### config.mk
export PLATFORM = sky130hd
export DESIGN_NAME = ram_loader
export DESIGN_NICKNAME = d
export VERILOG_FILES = /design/src/rtl/ram_loader.sv
export SDC_FILE = /design/constraint.sdc
export NUM_CORES = 1
export LEC_CHECK = 0
export CORE_MARGIN = 5
export CORE_UTILIZATION = 40
export DETAILED_ROUTE_END_ITERATION = 10
export PLACE_DENSITY = 0.54
export SYNTH_ARGS = -nofsm -noshare
export SYNTH_HDL_FRONTEND = slang
export SYNTH_SLANG_ARGS = --single-unit
### constraint.sdc
create_clock -name clock -period 4.2 [get_ports clock]
set_input_delay 0.84 -clock clock [delete_from_list [all_inputs] [get_ports clock]]
set_output_delay 0.84 -clock clock [all_outputs]
set_load 0.05 [all_outputs]
### src/rtl/ram_loader.sv
// Length-prefixed byte-stream loader for the 256x8 program RAM; holds the CPU in reset while loading.
// Optional trailing checksum byte is compiled in with `define LOADER_CHECKSUM_EN.
module ram_loader #(
  parameter logic [7:0]  BASE_ADRS = 8'h00,
  parameter int unsigned TIMEOUT   = 32'd50000
) (
  input  logic       clock,
  input  logic       reset,
  input  logic       start,
  input  logic [7:0] rx_data,
  input  logic       rx_valid,
  output logic [7:0] adrs,
  output logic [7:0] data,
  output logic       wr_en,
  output logic       cpu_reset,
  output logic       busy,
  output logic       done,
  output logic       error
);

`ifdef LOADER_CHECKSUM_EN
  typedef enum logic [2:0] {
    S_IDLE  = 3'd0,
    S_COUNT = 3'd1,
    S_DATA  = 3'd2,
    S_CHECK = 3'd3,
    S_DONE  = 3'd4,
    S_ERR   = 3'd5
  } state_t;
`else
  typedef enum logic [2:0] {
    S_IDLE  = 3'd0,
    S_COUNT = 3'd1,
    S_DATA  = 3'd2,
    S_DONE  = 3'd4,
    S_ERR   = 3'd5
  } state_t;
`endif

  state_t      state_q, state_d;
  logic [7:0]  ptr_q, ptr_d;
  logic [8:0]  cnt_q, cnt_d;
  logic [31:0] tmo_q, tmo_d;
`ifdef LOADER_CHECKSUM_EN
  logic [7:0]  acc_q, acc_d;
`endif
  logic [7:0]  adrs_q, adrs_d;
  logic [7:0]  data_q, data_d;
  logic        wr_en_q, wr_en_d;
  logic        cpu_reset_q, cpu_reset_d;
  logic        busy_q, busy_d;
  logic        done_q, done_d;
  logic        error_q, error_d;
  logic        timed_out;

  // Next-state and next-output computation.
  always_comb begin
    state_d     = state_q;
    ptr_d       = ptr_q;
    cnt_d       = cnt_q;
    tmo_d       = tmo_q;
`ifdef LOADER_CHECKSUM_EN
    acc_d       = acc_q;
`endif
    adrs_d      = adrs_q;
    data_d      = data_q;
    wr_en_d     = 1'b0;
    cpu_reset_d = cpu_reset_q;
    busy_d      = busy_q;
    done_d      = done_q;
    error_d     = error_q;
    timed_out   = (TIMEOUT != 32'd0) && ((tmo_q + 32'd1) == TIMEOUT);

    case (state_q)
      S_IDLE, S_DONE, S_ERR: begin
        if (start) begin
          state_d     = S_COUNT;
          ptr_d       = BASE_ADRS;
          tmo_d       = 32'd0;
`ifdef LOADER_CHECKSUM_EN
          acc_d       = 8'd0;
`endif
          busy_d      = 1'b1;
          cpu_reset_d = 1'b1;
          done_d      = 1'b0;
          error_d     = 1'b0;
        end else if (state_q == S_DONE) begin
          // DONE is entered during the final write cycle; the status flips one cycle later.
          busy_d      = 1'b0;
          cpu_reset_d = 1'b0;
          done_d      = 1'b1;
        end else begin
          state_d = state_q;
        end
      end
      S_COUNT: begin
        if (rx_valid) begin
          cnt_d   = (rx_data == 8'd0) ? 9'd256 : {1'b0, rx_data};
          tmo_d   = 32'd0;
          state_d = S_DATA;
        end else if (timed_out) begin
          state_d = S_ERR;
          busy_d  = 1'b0;
          error_d = 1'b1;
        end else begin
          tmo_d = tmo_q + 32'd1;
        end
      end
      S_DATA: begin
        if (rx_valid) begin
          adrs_d  = ptr_q;
          data_d  = rx_data;
          wr_en_d = 1'b1;
          ptr_d   = ptr_q + 8'd1;
          cnt_d   = cnt_q - 9'd1;
          tmo_d   = 32'd0;
`ifdef LOADER_CHECKSUM_EN
          acc_d   = acc_q + rx_data;
          if (cnt_q == 9'd1) begin
            state_d = S_CHECK;
          end else begin
            state_d = S_DATA;
          end
`else
          if (cnt_q == 9'd1) begin
            state_d = S_DONE;
          end else begin
            state_d = S_DATA;
          end
`endif
        end else if (timed_out) begin
          state_d = S_ERR;
          busy_d  = 1'b0;
          error_d = 1'b1;
        end else begin
          tmo_d = tmo_q + 32'd1;
        end
      end
`ifdef LOADER_CHECKSUM_EN
      S_CHECK: begin
        if (rx_valid) begin
          tmo_d  = 32'd0;
          busy_d = 1'b0;
          if ((acc_q + rx_data) == 8'd0) begin
            state_d     = S_DONE;
            cpu_reset_d = 1'b0;
            done_d      = 1'b1;
          end else begin
            state_d = S_ERR;
            error_d = 1'b1;
          end
        end else if (timed_out) begin
          state_d = S_ERR;
          busy_d  = 1'b0;
          error_d = 1'b1;
        end else begin
          tmo_d = tmo_q + 32'd1;
        end
      end
`endif
      default: begin
        state_d = S_IDLE;
      end
    endcase
  end

  // State and output registers with synchronous reset.
  always_ff @(posedge clock) begin
    if (reset) begin
      state_q     <= S_IDLE;
      ptr_q       <= BASE_ADRS;
      cnt_q       <= 9'd0;
      tmo_q       <= 32'd0;
`ifdef LOADER_CHECKSUM_EN
      acc_q       <= 8'd0;
`endif
      adrs_q      <= 8'd0;
      data_q      <= 8'd0;
      wr_en_q     <= 1'b0;
      cpu_reset_q <= 1'b0;
      busy_q      <= 1'b0;
      done_q      <= 1'b0;
      error_q     <= 1'b0;
    end else begin
      state_q     <= state_d;
      ptr_q       <= ptr_d;
      cnt_q       <= cnt_d;
      tmo_q       <= tmo_d;
`ifdef LOADER_CHECKSUM_EN
      acc_q       <= acc_d;
`endif
      adrs_q      <= adrs_d;
      data_q      <= data_d;
      wr_en_q     <= wr_en_d;
      cpu_reset_q <= cpu_reset_d;
      busy_q      <= busy_d;
      done_q      <= done_d;
      error_q     <= error_d;
    end
  end

  assign adrs      = adrs_q;
  assign data      = data_q;
  assign wr_en     = wr_en_q;
  assign cpu_reset = cpu_reset_q;
  assign busy      = busy_q;
  assign done      = done_q;
  assign error     = error_q;

endmodule

# [Yosys cells after proc, flatten, opt, wreduce, memory -nomap -nowiden]
# Index checks and enable logic that the tools add are counted.
[word_totals] regBits=73 wordCells=73
[classes] n_addsub=3 n_eq_ne=13 mux=29 bitwise_logic=1 n_reduce_logical=16
[ops] op="$mux 32" count=3
[ops] op="$pmux 32 s2" count=1
[ops] op="$add 32x1->32 const B" count=1
[ops] op="$eq 32x16->1 const B" count=1
[ops] op="$mux 9" count=3
[ops] op="$pmux 9 s2" count=1
[ops] op="$mux 8" count=2
[ops] op="$pmux 8 s2" count=1
[ops] op="$mux 3" count=5
[ops] op="$mux 1" count=10
[ops] op="$eq 9x1->1 const B" count=1
[ops] op="$pmux 3 s3" count=1
[ops] op="$reduce_and 3->1" count=3
[ops] op="$sub 9x1->9 const B" count=1
[ops] op="$add 8x1->8 const B" count=1
[ops] op="$logic_not 8->1" count=1
[ops] op="$ne 2x2->1 const B" count=4
[ops] op="$reduce_and 4->1" count=2
[ops] op="$reduce_bool 2->1" count=4
[ops] op="$eq 3x3->1 const B" count=2
[ops] op="$ne 3x3->1 const B" count=2
[ops] op="$pmux 1 s2" count=2
[ops] op="$reduce_and 2->1" count=2
[ops] op="$reduce_or 2->1" count=2
[ops] op="other kinds (6)" count=6

# [Longest topological paths before layout]
# Gate-level depths: netlist of the first run.
[depth] word_depth=5 ltp_mapped=11 mapped_depth_nobuf=9

# [Least setup slack after synthesis of the first run]
# OpenSTA, ideal clock, no wires.
[synth_timing] path_type="reg2reg" startpoint="register tmo_q[0]" endpoint="register tmo_q[30]" t_arrival_ns=2.728 required_ns=4.112 slack_ns=1.384 path_stages_with_launch=12 synth_period_minus_slack_ns=2.816 path_cell_list="dfxtp_1 > ha_1 > nand3_1 > clkbuf_1 > nor4_1 > nand4_1 > xnor2_1 > a2111oi_4 > and4_4 > buf_6 > nor2_8 > a311oi_2"
[synth_via] elab_chain_cells=4 word_cells_on_any_way=7
[synth_lines] item="start, declared" line="43" source="logic [31:0] tmo_q, tmo_d;"
[synth_lines] item="start signal, assigned" line="188" source="tmo_q <= tmo_d;"
[synth_lines] item="$add 32x1->32 *" line="72, 106, 136"
[synth_lines] item="$eq 32x16->1 or $mux 32 (tied branches)" line="72, 101, 131"
[synth_lines] item="$ne 3x3->1 (no line) or $mux 32 (tied branches)"
[synth_lines] item="$reduce_and 3->1 (no line) or $pmux 32 s2 (tied branches)"
# Every way passes the cells marked *; elsewhere a longest branch is shown, timed or not. The select of a mux whose other input is x is not followed.
# A chain may end at the register's enable or synchronous reset.

# [Final worst setup path of the first run]
[layout_timing] startpoint="register tmo_q[0]" endpoint="register state_q[2]"
[layout_via] elab_chain_cells=5 word_cells_on_any_way=6
[layout_lines] item="$add 32x1->32 *" line="72" source="timed_out = (TIMEOUT != 32'd0) && ((tmo_q + 32'd1) == TIMEOUT);"
[layout_lines] item="$eq 32x16->1 *" line="72"
[layout_lines] item="$mux 3 *"
[layout_lines] item="$mux 3 (on tied branches)"
[layout_lines] item="$pmux 3 s3 *"
[layout_lines] item="end signal, assigned" line="185" source="state_q <= state_d;"
[layout_lines] item="end, declared" line="40" source="state_t state_q, state_d;"
# Every way passes the cells marked *; elsewhere a longest branch is shown, timed or not.

==> results.json, run 1 <==
{
  "status": "finished, final reports clean",
  "h-tree-depth": 3,
  "post_cts_resized": 0,
  "maxSlewViolCount": 0,
  "clock_latency_ps": 370,
  "ys_ff_latch": 73,
  "hold_depth": 2,
  "drive_gt1_share_pct": 10.33,
  "worst_ep_required_time_ps": 4490,
  "synth_xor_area_share_pct": 4.208,
  "cp_common_cell": "o21bai_1",
  "timing.rr.end": "state_q[2]$_SDFFE_PP0P_",
  "p_seq_share_pct": 45.9,
  "avgSynthCellArea_um2": 7.722,
  "place_area_um2": 4743,
  "fin_cells": 721,
  "rsz0062_at_grt": "no",
  "dp_hpwl_mm": 8.592,
  "antenna_found_initial": 0,
  "worst_slew_pin_slew_ps": 708.6,
  "period_share_pct": 83.78,
  "grt_pass1_wl_mm": 19.68,
  "p_clk_share_pct": 41.1,
  "clock_skew_ps": 8.387,
  "path_class": "flop to flop",
  "vdd_drop_max_v": 0.0001803,
  "setup_slack_ps": 681.2,
  "internal_power_uw": 1122,
  "initial_core_util_pct": 40.49,
  "fmax_ghz": 0.2842,
  "p_per_area_nw_per_um2": 314.5,
  "place_ws_ps": 723.7,
  "p_sw_share_pct": 28.22,
  "gp_congestion": 0.8865,
  "p_leak_uw": 0.001589,
  "syn_area_um2": 4370,
  "vias": 4156,
  "hold_viol": 0,
  "worst_path_max_delay_cell": "nor3_1",
  "core_area_um2": 10790,
  "viasPerCell": 5.764,
  "crit_family": "simple AND/OR/NAND/NOR gates",
  "die_area_um2": 13120,
  "synthAdderAreaFrac_pct": 1.431,
  "regToRegSetupSlack_ps": 680,
  "numCtsBuffers": 9,
  "yosys_warnings": 0,
  "synth_compound_area_share_pct": 22.24,
  "grt_pass1_vias": 3751,
  "path_max_fanout": 12,
  "setup_violations": 0,
  "hp-start": "data[7]$_SDFFE_PP0P_",
  "tritoncts": "done",
  "wirelength_mm": 12.14,
  "crit_path_start_kind": "flop",
  "final_area_um2": 4971,
  "grt_start_max_net_pins": 42,
  "fin_crit_ps": 3519,
  "arrival_ps": 3810,
  "drc": 0,
  "ant_nets": 0,
  "synth_area_leaders": "dfxtp_1, nand2_1, a21oi_1",
  "synthArstFlopShare_pct": 0,
  "relSlewSlack_pct": 52.76,
  "min_to": "data[7]$_SDFFE_PP0P_",
  "grt_usage_pct": 19.03,
  "post_cts_buffers": 0,
  "grt_overflow": 0,
  "p_sw_uw": 441.2,
  "synth_common_cells": "nand2_1, dfxtp_1, a21oi_1, nor2_1, o21ai_0",
  "syn_inst": 566,
  "cts_sinks": 73,
  "rows": 38,
  "clk_pin_slew_ps": 80,
  "cts_hold_buf": 0,
  "crit_buf_inv": 0,
  "synth.distinct_cells": 70,
  "synth_simple_gate_area_share_pct": 33.07,
  "final_nets": 593,
  "portBuffers": 32,
  "ys_seq_area_share_pct": 33.44,
  "ff2ff_path_depth": 9,
  "synth_top_family_by_area": "simple AND/OR/NAND/NOR gates",
  "max_stage_delay_ps": 560,
  "place_inst": 705,
  "yosysMostFrequentCell": "nand2_1",
  "synth_top_area_share_pct": 33.44,
  "cap_violations": 0,
  "synth.area.mux_share_pct": 0.5153,
  "r2r_start": "tmo_q[0]$_SDFFE_PP0P_",
  "syn_nets": 583,
  "yosys.area.top_type": "dfxtp_1",
  "routedWlPerCell_um": 16.84,
  "p_comb_share_pct": 13.0,
  "synth_edf_count": 0,
  "cts_root_buffer": "clkbuf_8",
  "die_x_um": 114.5,
  "hold_class": "flop to flop",
  "cp-end-kind": "flop",
  "area_growth_pct": 13.74,
  "cp_cell_sequence": "ha_1 > nand3_1 > nor3_1 > mux2_2 > o21bai_1 > a2111oi_2 > nor4b_4 > o21bai_1 > a221oi_2",
  "clockBufferDepth": 2,
  "die_y_um": 114.5,
  "n_antenna_cell": 0,
  "initialDrtViolationCount": 276,
  "synth_top_flop_cell": "dfxtp_1",
  "tns_ps": 0,
  "firstDrtPassIters": 5,
  "io_pins": 33
}
state kept, by name, indices dropped and copies added, names as in the netlist:
signal	cells
tmo_q	32
cnt_q	9
adrs	8
data	8
ptr_q	8
state_q	3
busy	1
cpu_reset	1
done	1
error	1
wr_en	1
worst min-delay path, cell delays in order, from the launching register on:
cell,delay [ps]
dfxtp_1,310
nand2_1,50
a21oi_1,50
placed cells by master (no fill, tap or decap), types with 3 or more instances in the layout:
master and instances:
a311oi_2 6, nor4_2 3, or3_1 6, nand2_1 76
or4_1 5, nand4_1 18, inv_1 10, dfxtp_1 73
buf_4 9, xnor2_1 9, xor2_1 12, nand2b_1 8
a21oi_1 50, and2_1 7, clkbuf_8 10, a22oi_1 4
nor2b_1 3, clkdlybuf4s50_1 31, a21o_1 5, and3_1 7
o21ai_0 36, nor3_1 25, nand3_1 23, ha_1 5
o21ai_1 3, nor2_1 49, a31oi_1 7, a211oi_1 3
nor4_1 12, or2_2 4, and4_1 6, a311oi_1 7
power groups by stage:
stage	registers [uW]	logic, uW	clock network (uW)
CTS	718	204	663
global route	721	225	690
finish	718	203	642
global placement	734	205	0
detailed placement	735	204	0
floorplan	745	125	0
worst max path at each step:
stage / startpoint / slack, ps / end / cells past startpoint
6_report: tmo_q[0]$_SDFFE_PP0P_ / 680 / state_q[2]$_SDFFE_PP0P_ / 9
5_1_grt: tmo_q[0]$_SDFFE_PP0P_ / 400 / state_q[2]$_SDFFE_PP0P_ / 9
4_1_cts: tmo_q[0]$_SDFFE_PP0P_ / 700 / state_q[2]$_SDFFE_PP0P_ / 9
3_5_place_dp: tmo_q[0]$_SDFFE_PP0P_ / 720 / state_q[2]$_SDFFE_PP0P_ / 9
3_3_place_gp: tmo_q[0]$_SDFFE_PP0P_ / 880 / state_q[2]$_SDFFE_PP0P_ / 9
2_1_floorplan: tmo_q[0]$_SDFFE_PP0P_ / 1380 / tmo_q[30]$_SDFFE_PP0P_ / 11
kinds of logic after synthesis:
group,after synthesis
AO/OA/AOI/OAI,145
XOR/XNOR,21
adder cells (fa/ha/maj),5
buffers and inverters,52
flip-flops,73
multiplexers,2
AND/OR/NAND/NOR,268
cell type report:
class                           count  area, um2
Clock buffer                       10      137.6
Clock inverter                      6      90.09
Timing Repair Buffer               41      382.9
Tap cell                          140      175.2
Sequential cell                    73       1461
Multi-Input combinational cell    441       2686
Fill cell                        1075       5822
Inverter                           10      37.54
layer usage:
layer / wire length, um / share of wire, % / vias up / GRT usage (%)
met1: 5968 / 49 / 1948 / 27.09
met2: 5300 / 44 / 98 / 27.40
met3: 642 / 5.3 / 20 / 4.440
met4: 231 / 1.9 / 0 / 7.918
li1: - / - / 2090 / -
met5: 0 / 0 / - / 0
stage by stage:
stage                     hold slack (ps)  total power (uW)  utilization (%)
after floorplan                     443.7             870.1                -
after global placement              443.8             938.5            43.95
after detailed placement            448.3             938.5            43.95
after CTS                           459.8              1585            46.06
after global routing                475.1              1636            46.06
final                               455.8              1563            46.06
(Power assumes the default switching activity.)
==> inputs of run 2 (changes only) <==
- clock period: 4.2 -> 3.38 ns (I/O delays scaled with it)
==> results.json, run 2 (synthesis gave the netlist of run 1 again) <==
{
  "status": "finished, final reports clean",
  "fmax_ghz": 0.3146,
  "rsz0062_at_grt": "no",
  "cap_violations": 0,
  "p_sw_uw": 557.9,
  "tritoncts": "done",
  "tns_ps": 0,
  "initial_core_util_pct": 40.49,
  "p_leak_uw": 0.001617,
  "routedWlPerCell_um": 16.80,
  "internal_power_uw": 1222,
  "post_cts_buffers": 0,
  "grt_usage_pct": 19.04,
  "post_cts_resized": 0,
  "viasPerCell": 5.772,
  "antenna_found_initial": 0,
  "grt_pass1_vias": 3873,
  "cp-startpoint": "tmo_q[0]$_SDFFE_PP0P_",
  "r2r_start": "tmo_q[0]$_SDFFE_PP0P_",
  "hold_slack_ps": 458.2,
  "dp_hpwl_mm": 8.779,
  "fin_cells": 732,
  "die_y_um": 114.5,
  "worst_ep_required_time_ps": 3660,
  "grt_pass1_wl_mm": 19.93,
  "path_class": "flop to flop",
  "place_inst": 716,
  "vias": 4225,
  "die_x_um": 114.5,
  "numCtsBuffers": 9,
  "h-tree-depth": 3,
  "hold_viol": 0,
  "firstDrtPassIters": 4,
  "cp-end-kind": "flop",
  "hp-start": "data[7]$_SDFFE_PP0P_",
  "regMostFlops": "tmo_q",
  "drc": 0,
  "p_clk_share_pct": 35.3,
  "reg_top3": "tmo_q: 32 flops, cnt_q: 9 flops",
  "final_nets": 604,
  "cts_sinks": 73,
  "path_max_fanout": 10,
  "p_comb_share_pct": 14.5,
  "period_share_pct": 94.05,
  "p_per_area_nw_per_um2": 356.1,
  "cts_root_buffer": "clkbuf_8",
  "initialDrtViolationCount": 243,
  "clock_latency_ps": 370,
  "io_pins": 33,
  "grt_overflow": 0,
  "area_growth_pct": 14.34,
  "rows": 38,
  "arrival_ps": 3460,
  "clock_skew_ps": 7.377,
  "hold_class": "flop to flop",
  "die_area_um2": 13120,
  "wirelength_mm": 12.30,
  "gp_congestion": 0.8726,
  "clockBufferDepth": 2,
  "portBuffers": 32,
  "relSlewSlack_pct": 56.67,
  "grt_start_max_net_pins": 32,
  "ant_nets": 0,
  "vdd_drop_max_v": 0.0001709,
  "p_sw_share_pct": 31.35,
  "largest_reg_flops": 32,
  "layout_common_cells": "nand2_1, dfxtp_1, a21oi_1",
  "drive_gt1_share_pct": 11.99,
  "maxSlewViolCount": 0,
  "p_seq_share_pct": 50.2,
  "worst_slew_pin_slew_ps": 643.2,
  "cts_hold_buf": 0,
  "final_common_cell": "nand2_1",
  "crit_path_start_kind": "flop",
  "n_antenna_cell": 0,
  "utilization_pct": 46.30,
  "fin_crit_ps": 3179,
  "setup_violations": 0,
  "clk_pin_slew_ps": 90,
  "core_area_um2": 10790,
  "nFillCells": 1079
}
run 2: cell types whose count changed in the layout (fill, tap and decap cells not counted), sizes merged:
cell	change
clkinv	+3
inv	-1
buf	+11
bufinv	-2
clkinvlp	+1
clkbuf	-1
run 2: per-layer routing:
metal  GRT usage [%]  share of wire [%]  vias to the layer above
met5               0                  0                        -
met4           7.838                1.7                        0
met3           2.643                4.2                       12
met2           26.50                 43                      107
met1           29.02                 51                     2004
li1                -                  -                     2102
run 2: power by group through the flow:
stage          Combinational (uW)  Sequential [uW]  Clock, uW
2_1_floorplan                 156              926          0
3_3_place_gp                  253              912          0
3_5_place_dp                  256              912          0
4_1_cts                       257              892        648
5_1_grt                       283              896        683
6_report                      258              893        629
run 2: area by class of cell:
type                       instances  area (um2)  share of cell area (%)
inverter                          10       37.54                  0.7511
multi-input combinational        441        2686                   53.76
sequential                        73        1461                   29.24
timing repair buffer              52       465.4                   9.314
tap                              140       175.2                   3.505
clock buffer                       9       123.9                   2.479
clock inverter                     7       47.55                  0.9514
run 2: critical path, cell delays in order, from the launching register on:
cell and delay, ps:
dfxtp_1 440, ha_1 310, nand3_1 160, or4_1 710
nor4_2 330, xnor2_1 190, and4bb_4 270, and4_4 340
nor2_8 90, a311oi_2 230
run 2: through the flow:
stage | power, uW | cell area [um2] | setup WS, ps
final | 1780 | 4997 | 201.2
after global routing | 1862 | 4997 | 12.11
after CTS | 1798 | 4997 | 218.6
after detailed placement | 1168 | 4826 | 242.8
after global placement | 1166 | 4826 | 324.0
after floorplan | 1081 | 4370 | 563.9
run 2: worst paths after layout:
check	slack, ps	end	cells past startpoint
worst max-delay path	200	tmo_q[8]$_SDFFE_PP0P_	9
worst min-delay path	460	data[7]$_SDFFE_PP0P_	2
worst min register to register	460	data[7]$_SDFFE_PP0P_	2
worst max register to register	200	tmo_q[8]$_SDFFE_PP0P_	9
